<file path="src/rtl/fifo_write_arbiter.sv">
// Round-robin write-port arbiter for the shared byte FIFO. A grant lasts up to max_burst
// bytes. The FIFO full flag stalls the current burst without ending it.
module fifo_write_arbiter #(
    parameter int num_req   = 4,
    parameter int width     = 8,
    parameter int max_burst = 4,
    parameter int id_width  = 2
) (
    input  logic                       clk,
    input  logic                       reset,
    input  logic [num_req-1:0]         req,
    input  logic [num_req*width-1:0]   req_data,
    input  logic [num_req-1:0]         req_last,
    output logic [num_req-1:0]         gnt,
    output logic                       fifo_wr,
    output logic [width-1:0]           fifo_data,
    input  logic                       fifo_full,
    output logic [id_width-1:0]        owner,
    output logic                       busy
);

    typedef enum logic {IDLE, BURST} state_t;

    state_t              state;
    logic [3:0]          burst_cnt;
    logic [id_width-1:0] last_owner;
    logic [id_width-1:0] next_pick;
    logic                found;
    int                  idx;

    // Scan starts just after the previous owner, so the previous owner is considered last.
    always_comb begin
        found     = 1'b0;
        next_pick = '0;
        idx       = 0;
        for (int k = 1; k <= num_req; k++) begin
            idx = (int'(last_owner) + k) % num_req;
            if (!found && req[idx[id_width-1:0]]) begin
                found     = 1'b1;
                next_pick = idx[id_width-1:0];
            end
        end
    end

    // Grant is gated by reset so an aborted burst cannot write in the reset cycle.
    always_comb begin
        fifo_wr   = (state == BURST) && !reset && req[owner] && !fifo_full;
        gnt       = fifo_wr ? (num_req'(1) << owner) : '0;
        fifo_data = fifo_wr ? req_data[int'(owner)*width +: width] : '0;
    end

    always_ff @(posedge clk) begin
        if (reset) begin
            state      <= IDLE;
            busy       <= 1'b0;
            owner      <= '0;
            burst_cnt  <= '0;
            last_owner <= id_width'(num_req - 1);
        end else begin
            case (state)
                IDLE: begin
                    if (found) begin
                        owner     <= next_pick;
                        burst_cnt <= '0;
                        state     <= BURST;
                        busy      <= 1'b1;
                    end
                end
                BURST: begin
                    if (!req[owner]) begin
                        state      <= IDLE;
                        busy       <= 1'b0;
                        last_owner <= owner;
                    end else if (fifo_wr) begin
                        burst_cnt <= burst_cnt + 4'd1;
                        if (req_last[owner] || (burst_cnt + 4'd1 == 4'(max_burst))) begin
                            state      <= IDLE;
                            busy       <= 1'b0;
                            last_owner <= owner;
                        end
                    end
                end
                default: begin
                    state <= IDLE;
                    busy  <= 1'b0;
                end
            endcase
        end
    end

endmodule

</file>
<file path="config.mk">
export PLATFORM = sky130hd
export DESIGN_NAME = fifo_write_arbiter
export DESIGN_NICKNAME = d
export VERILOG_FILES = /design/src/rtl/fifo_write_arbiter.sv
export SDC_FILE = /design/constraint.sdc
export NUM_CORES = 1
export LEC_CHECK = 0
export CAP_MARGIN = 40
export CELL_PAD_IN_SITES_DETAIL_PLACEMENT = 0
export CELL_PAD_IN_SITES_GLOBAL_PLACEMENT = 1
export CORE_MARGIN = 4
export CORE_UTILIZATION = 29
export DETAILED_ROUTE_END_ITERATION = 6
export PLACE_DENSITY_LB_ADDON = 0.1
export SLEW_MARGIN = 30
export SYNTH_ARGS = -nofsm -noshare
export SYNTH_HDL_FRONTEND = slang
export SYNTH_SLANG_ARGS = --single-unit
</file>
<file path="constraint.sdc">
create_clock -name clk -period 3.1 [get_ports clk]
set_input_delay 0.62 -clock clk [delete_from_list [all_inputs] [get_ports clk]]
set_output_delay 0.62 -clock clk [all_outputs]
set_load 0.1 [all_outputs]
</file>
---- Yosys cells after proc, flatten, opt, wreduce, memory -nomap -nowiden ----
Cells that the tools add are included.
word-level totals
  register bits ........................... 10
  input port bits ......................... 43
  output and inout bits ................... 16
  word-level logic and storage cells ...... 81
cells by class
  add/sub/neg operators ................... 5
  magnitude comparators ................... 5
  eq/ne operators ......................... 8
  shift-type cells ........................ 2
  mux-type cells .......................... 39
  bitwise operators ....................... 1
  reductions and logical operators ........ 16
operator list
  kind                 number
  $shiftx 32x6->8      1
  $mux 1               18
  $mux 4               4
  $lt 2x3->1 const B   5
  $mux 2               7
  $bmux 1 s2           6
  $reduce_and 3->1     3
  $mux 8               1
  $pmux 4 s2           1
  $logic_and 1x1->1    6
  $ne 2x2->1 const B   3
  $logic_not 1->1      5
  $add 2x1->2 const B  2
  $add 2x2->2 const B  2
  $add 4x1->4 const B  1
  $eq 4x3->1 const B   1
  $ne 2x1->1 const B   2
  $pmux 1 s2           2
  $shl 1x2->4 const A  1
  $ne 3x2->1 const B   1
  $ne 3x3->1 const B   1
  $reduce_and 2->1     1
  $logic_or 1x1->1     1
  $not 1->1            1

---- Longest topological paths before layout ----
  depth in word-level cells ............... 15
  depth in mapped cells ................... 6
  depth with buffers taken out ............ 5

---- Worst setup path after synthesis ----
OpenSTA, ideal clock, no wires.
  path type ............................... reg2out
  start point ............................. register owner[0]
  end point ............................... output port gnt[1]
  arrival ................................. 3.813 ns
  data required time ...................... 2.480 ns
  slack ................................... -1.333 ns
  cell stages (with the launch flop) ...... 5
  path through ............................ dfxtp_1 > buf_6 > mux4_2 > nand2_1 > nor3b_1
between the ends
  longest elaborated chain between the ends .. 5
  elaborated cells on any way between the ends .. 6
  classes of those cells .................. shift (1); mux (3); reduce/logical (2)
RTL lines
  element                         line  RTL
  start: declaration              18    output logic [id_width-1:0] owner,
  start signal: assignment        63    owner <= next_pick;
  $bmux 1 s2                      47    fifo_wr = (state == BURST) && !reset && req[owner] && !fifo_full;
  $mux 1 (implied by the code)    47
  $logic_and 1x1->1 (2 in a row)  47
  $mux 4 *                        48    gnt = fifo_wr ? (num_req'(1) << owner) : '0;
  end: declaration                14    output logic [num_req-1:0] gnt,
Every way passes the cells marked *; elsewhere a longest branch is shown, timed or not. The select of a mux whose other input is x is not followed.

---- Worst setup path in the final report ----
  start point ............................. input port req[0]
  end point ............................... output port gnt[3]
between the ends
  longest elaborated chain between the ends .. 5
RTL lines
  element                         line  RTL
  start: declaration              11    input logic [num_req-1:0] req,
  $bmux 1 s2                      47
  $mux 1 (implied by the code)    47
  $logic_and 1x1->1 (2 in a row)  47
  $mux 4                          48
No other way between the ends. The select of a mux whose other input is x is not followed.

==> metrics.yaml <==
synthCells: 103
cts_hold_buf: 0
synth_top_area_share: 0.201
grt_max_degree: 20
cp_data_required_time_ps: 2480
critical_path.slowest_cell: "mux4_2"
endpoint: "gnt[3]"
ys_types: 39
power.leakage_uw: 0.000726
p_sw_uw: 212
fin_area_um2: 1820
synthTopCellsByArea: "dfxtp_1, mux4_1, mux4_2"
postCtsSetupBuffers: 0
synth_most_common_cell: "nor2_1"
holdWs_ps: 504
first_pass_iters: 4
chipWidth_um: 66.7
synthArstFlopShare: 0
port_buffers: 58
fin_tns_setup_ps: 0
synth_area_um2: 998
hold_viol: 0
cts_resized: 0
sequentialPowerShare: 0.304
reg2reg_from: "owner[0]"
path_delay_family: "buffers and inverters"
drtAntennaViolNets: 0
crit_chain: "clkdlybuf4s50_1, mux4_2, nand2_1, clkinvlp_4, and3_4, buf_12"
min_from: "busy"
finalPower_uw: 559
use_met2: 0.281
fin_crit_ps: 2910
reg2reg_slack_ps: 1030
track_usage: 0.148
grt_overflow: 0
crit_type: "primary input to output port"
syn_avg_cell_area_um2: 9.69
h-tree-depth: 1
drive_above_1_share: 0.253
drt-vias-per-instance: 5.05
grt_pass1_vias: 988
grtUsageMet3: 0.0304
yosysSeqAreaShare: 0.201
hpwl_mm: 2.76
startpoint_type: "primary input"
synth_edf_count: 0
p_int_uw: 347
register_area_um2: 205
path_depth: 6
gp_congestion: 0.750
fmaxAchievable_mhz: 344
ir_drop_mv: 0.262
comb_power_share: 0.481
p_clk_frac: 0.215
core_area_um2: 3340
maxCapViolations: 0
synth-seq-cells: 10
antenna_found_initial: 0
tightest_slew_ps: 486
cts-buffers-inserted: 3
yosys_most_used_dff: "dfxtp_1"
yosys.area.top_type: "dfxtp_1"
stdcell_count: 212
core.rowCount: 21
drc_errors: 0
drt-total-wl_mm: 3.36
clock_latency_ps: 270
fillers: 312
drv_slew: 0
wl_per_cell_um: 15.8
place_area_um2: 1790
grt_most_used_layer: "met2"
cts.clk_slew.worst_paths_ps: 70
min_path_type: "register to register"
yosysWarnings: 0
antenna_cells: 0
worst_setup_path_end_kind: "output port"
grt_pass1_wl_mm: 4.96
drt_iter0_markers: 11
p_per_area_nw_per_um2: 307
die_h_um: 66.7
path_max_fanout: 6
finalSetupViolCount: 0
finalClockSkew_ps: 0.621
cts_tree: "built"
vias: 1071
die_area_um2: 4450
post-place-cells: 208
startpoint: "req[0]"
timing.rr.end: "last_owner[0]"
cts.root.buffer_cell: "clkbuf_4"
worst-path-buf-inv: 3
status: "finished, final reports clean"
cts.sinks: 10
initial_core_util: 0.299
nets: 212
rsz0062_at_grt: "false"
ys_top_cells_by_count: "nor2_1, dfxtp_1, and3_1, inv_1"
io_pins: 59
arrival_ps: 2290
fin_crit_sh: 0.938
slew_headroom: 0.673
grtUsageMet1: 0.160
cts_max_path_buffers: 2
crit_path_max_incr_delay_ps: 510
syn_nets: 148
area_growth_pct: 82.6
switching_share: 0.379
multi_input_comb_area_um2: 734
ff2ff_path_depth: 5
## worst reg2reg max path, stage by stage (launching register included)
cell and delay [ps]:
dfxtp_4 530, mux4_2 570, buf_4 200, o21a_2 140, a311oi_4 350, mux2i_1 220
## layout make-up
type,instances,area share
Clock buffer,4,0.0199
Sequential cell,10,0.113
Tap cell,46,0.0316
Inverter,8,0.0185
Timing Repair Buffer,65,0.415
Multi-Input combinational cell,79,0.403
## per-stage QoR
step	util	setup WS, ps
after floorplan	-	-40.6
after global placement	0.535	212
after detailed placement	0.535	190
after CTS	0.546	179
after global routing	0.546	95.1
final	0.546	191
## how the worst min path moves through the flow
stage	endpoint	slack [ps]	depth (start not counted)
after floorplan	burst_cnt[2]	480	1
after global placement	busy	480	2
after detailed placement	busy	490	2
after CTS	busy	500	2
after global routing	busy	520	2
final	busy	500	2
## layout by cell type (no fill, tap or decap), types with 2 or more instances in the layout
master	n
clkdlybuf4s50_1	42
and3_1	8
inv_1	7
mux2i_1	2
nor3b_2	2
a31oi_1	2
nor2_1	10
mux4_1	7
mux4_2	3
buf_4	10
a211oi_1	4
dfxtp_1	8
buf_12	13
clkbuf_4	3
a21oi_1	6
ha_1	2
nand2_1	7
nand3b_1	3
o21ai_0	3
## logic make-up after synthesis
group,after synthesis,share of synthesized area
AOI/OAI and AO/OA,24,0.184
adders and majority gates,2,0.0251
muxes,13,0.283
buffers and inverters,14,0.0865
DFF,10,0.200
and+or+nand+nor,40,0.221
## per-layer routing
layer  vias to the layer above  wire, um
met4                         0        34
li1                        533         -
met1                       503      1270
met2                        30      1840
met5                         -         0
met3                         5       215
## registers in the layout, indices dropped and copies added, names as in the netlist
register / count
owner: 2
burst_cnt: 4
busy: 1
last_owner: 2
state: 1
## power groups by stage
stage / logic [uW] / registers, uW / clock network, uW
2_1_floorplan: 152 / 187 / 0
3_3_place_gp: 267 / 173 / 0
3_5_place_dp: 270 / 173 / 0
4_1_cts: 271 / 170 / 124
5_1_grt: 284 / 173 / 130
6_report: 269 / 170 / 120
No activity file was read; power rests on OpenSTA's default activity.
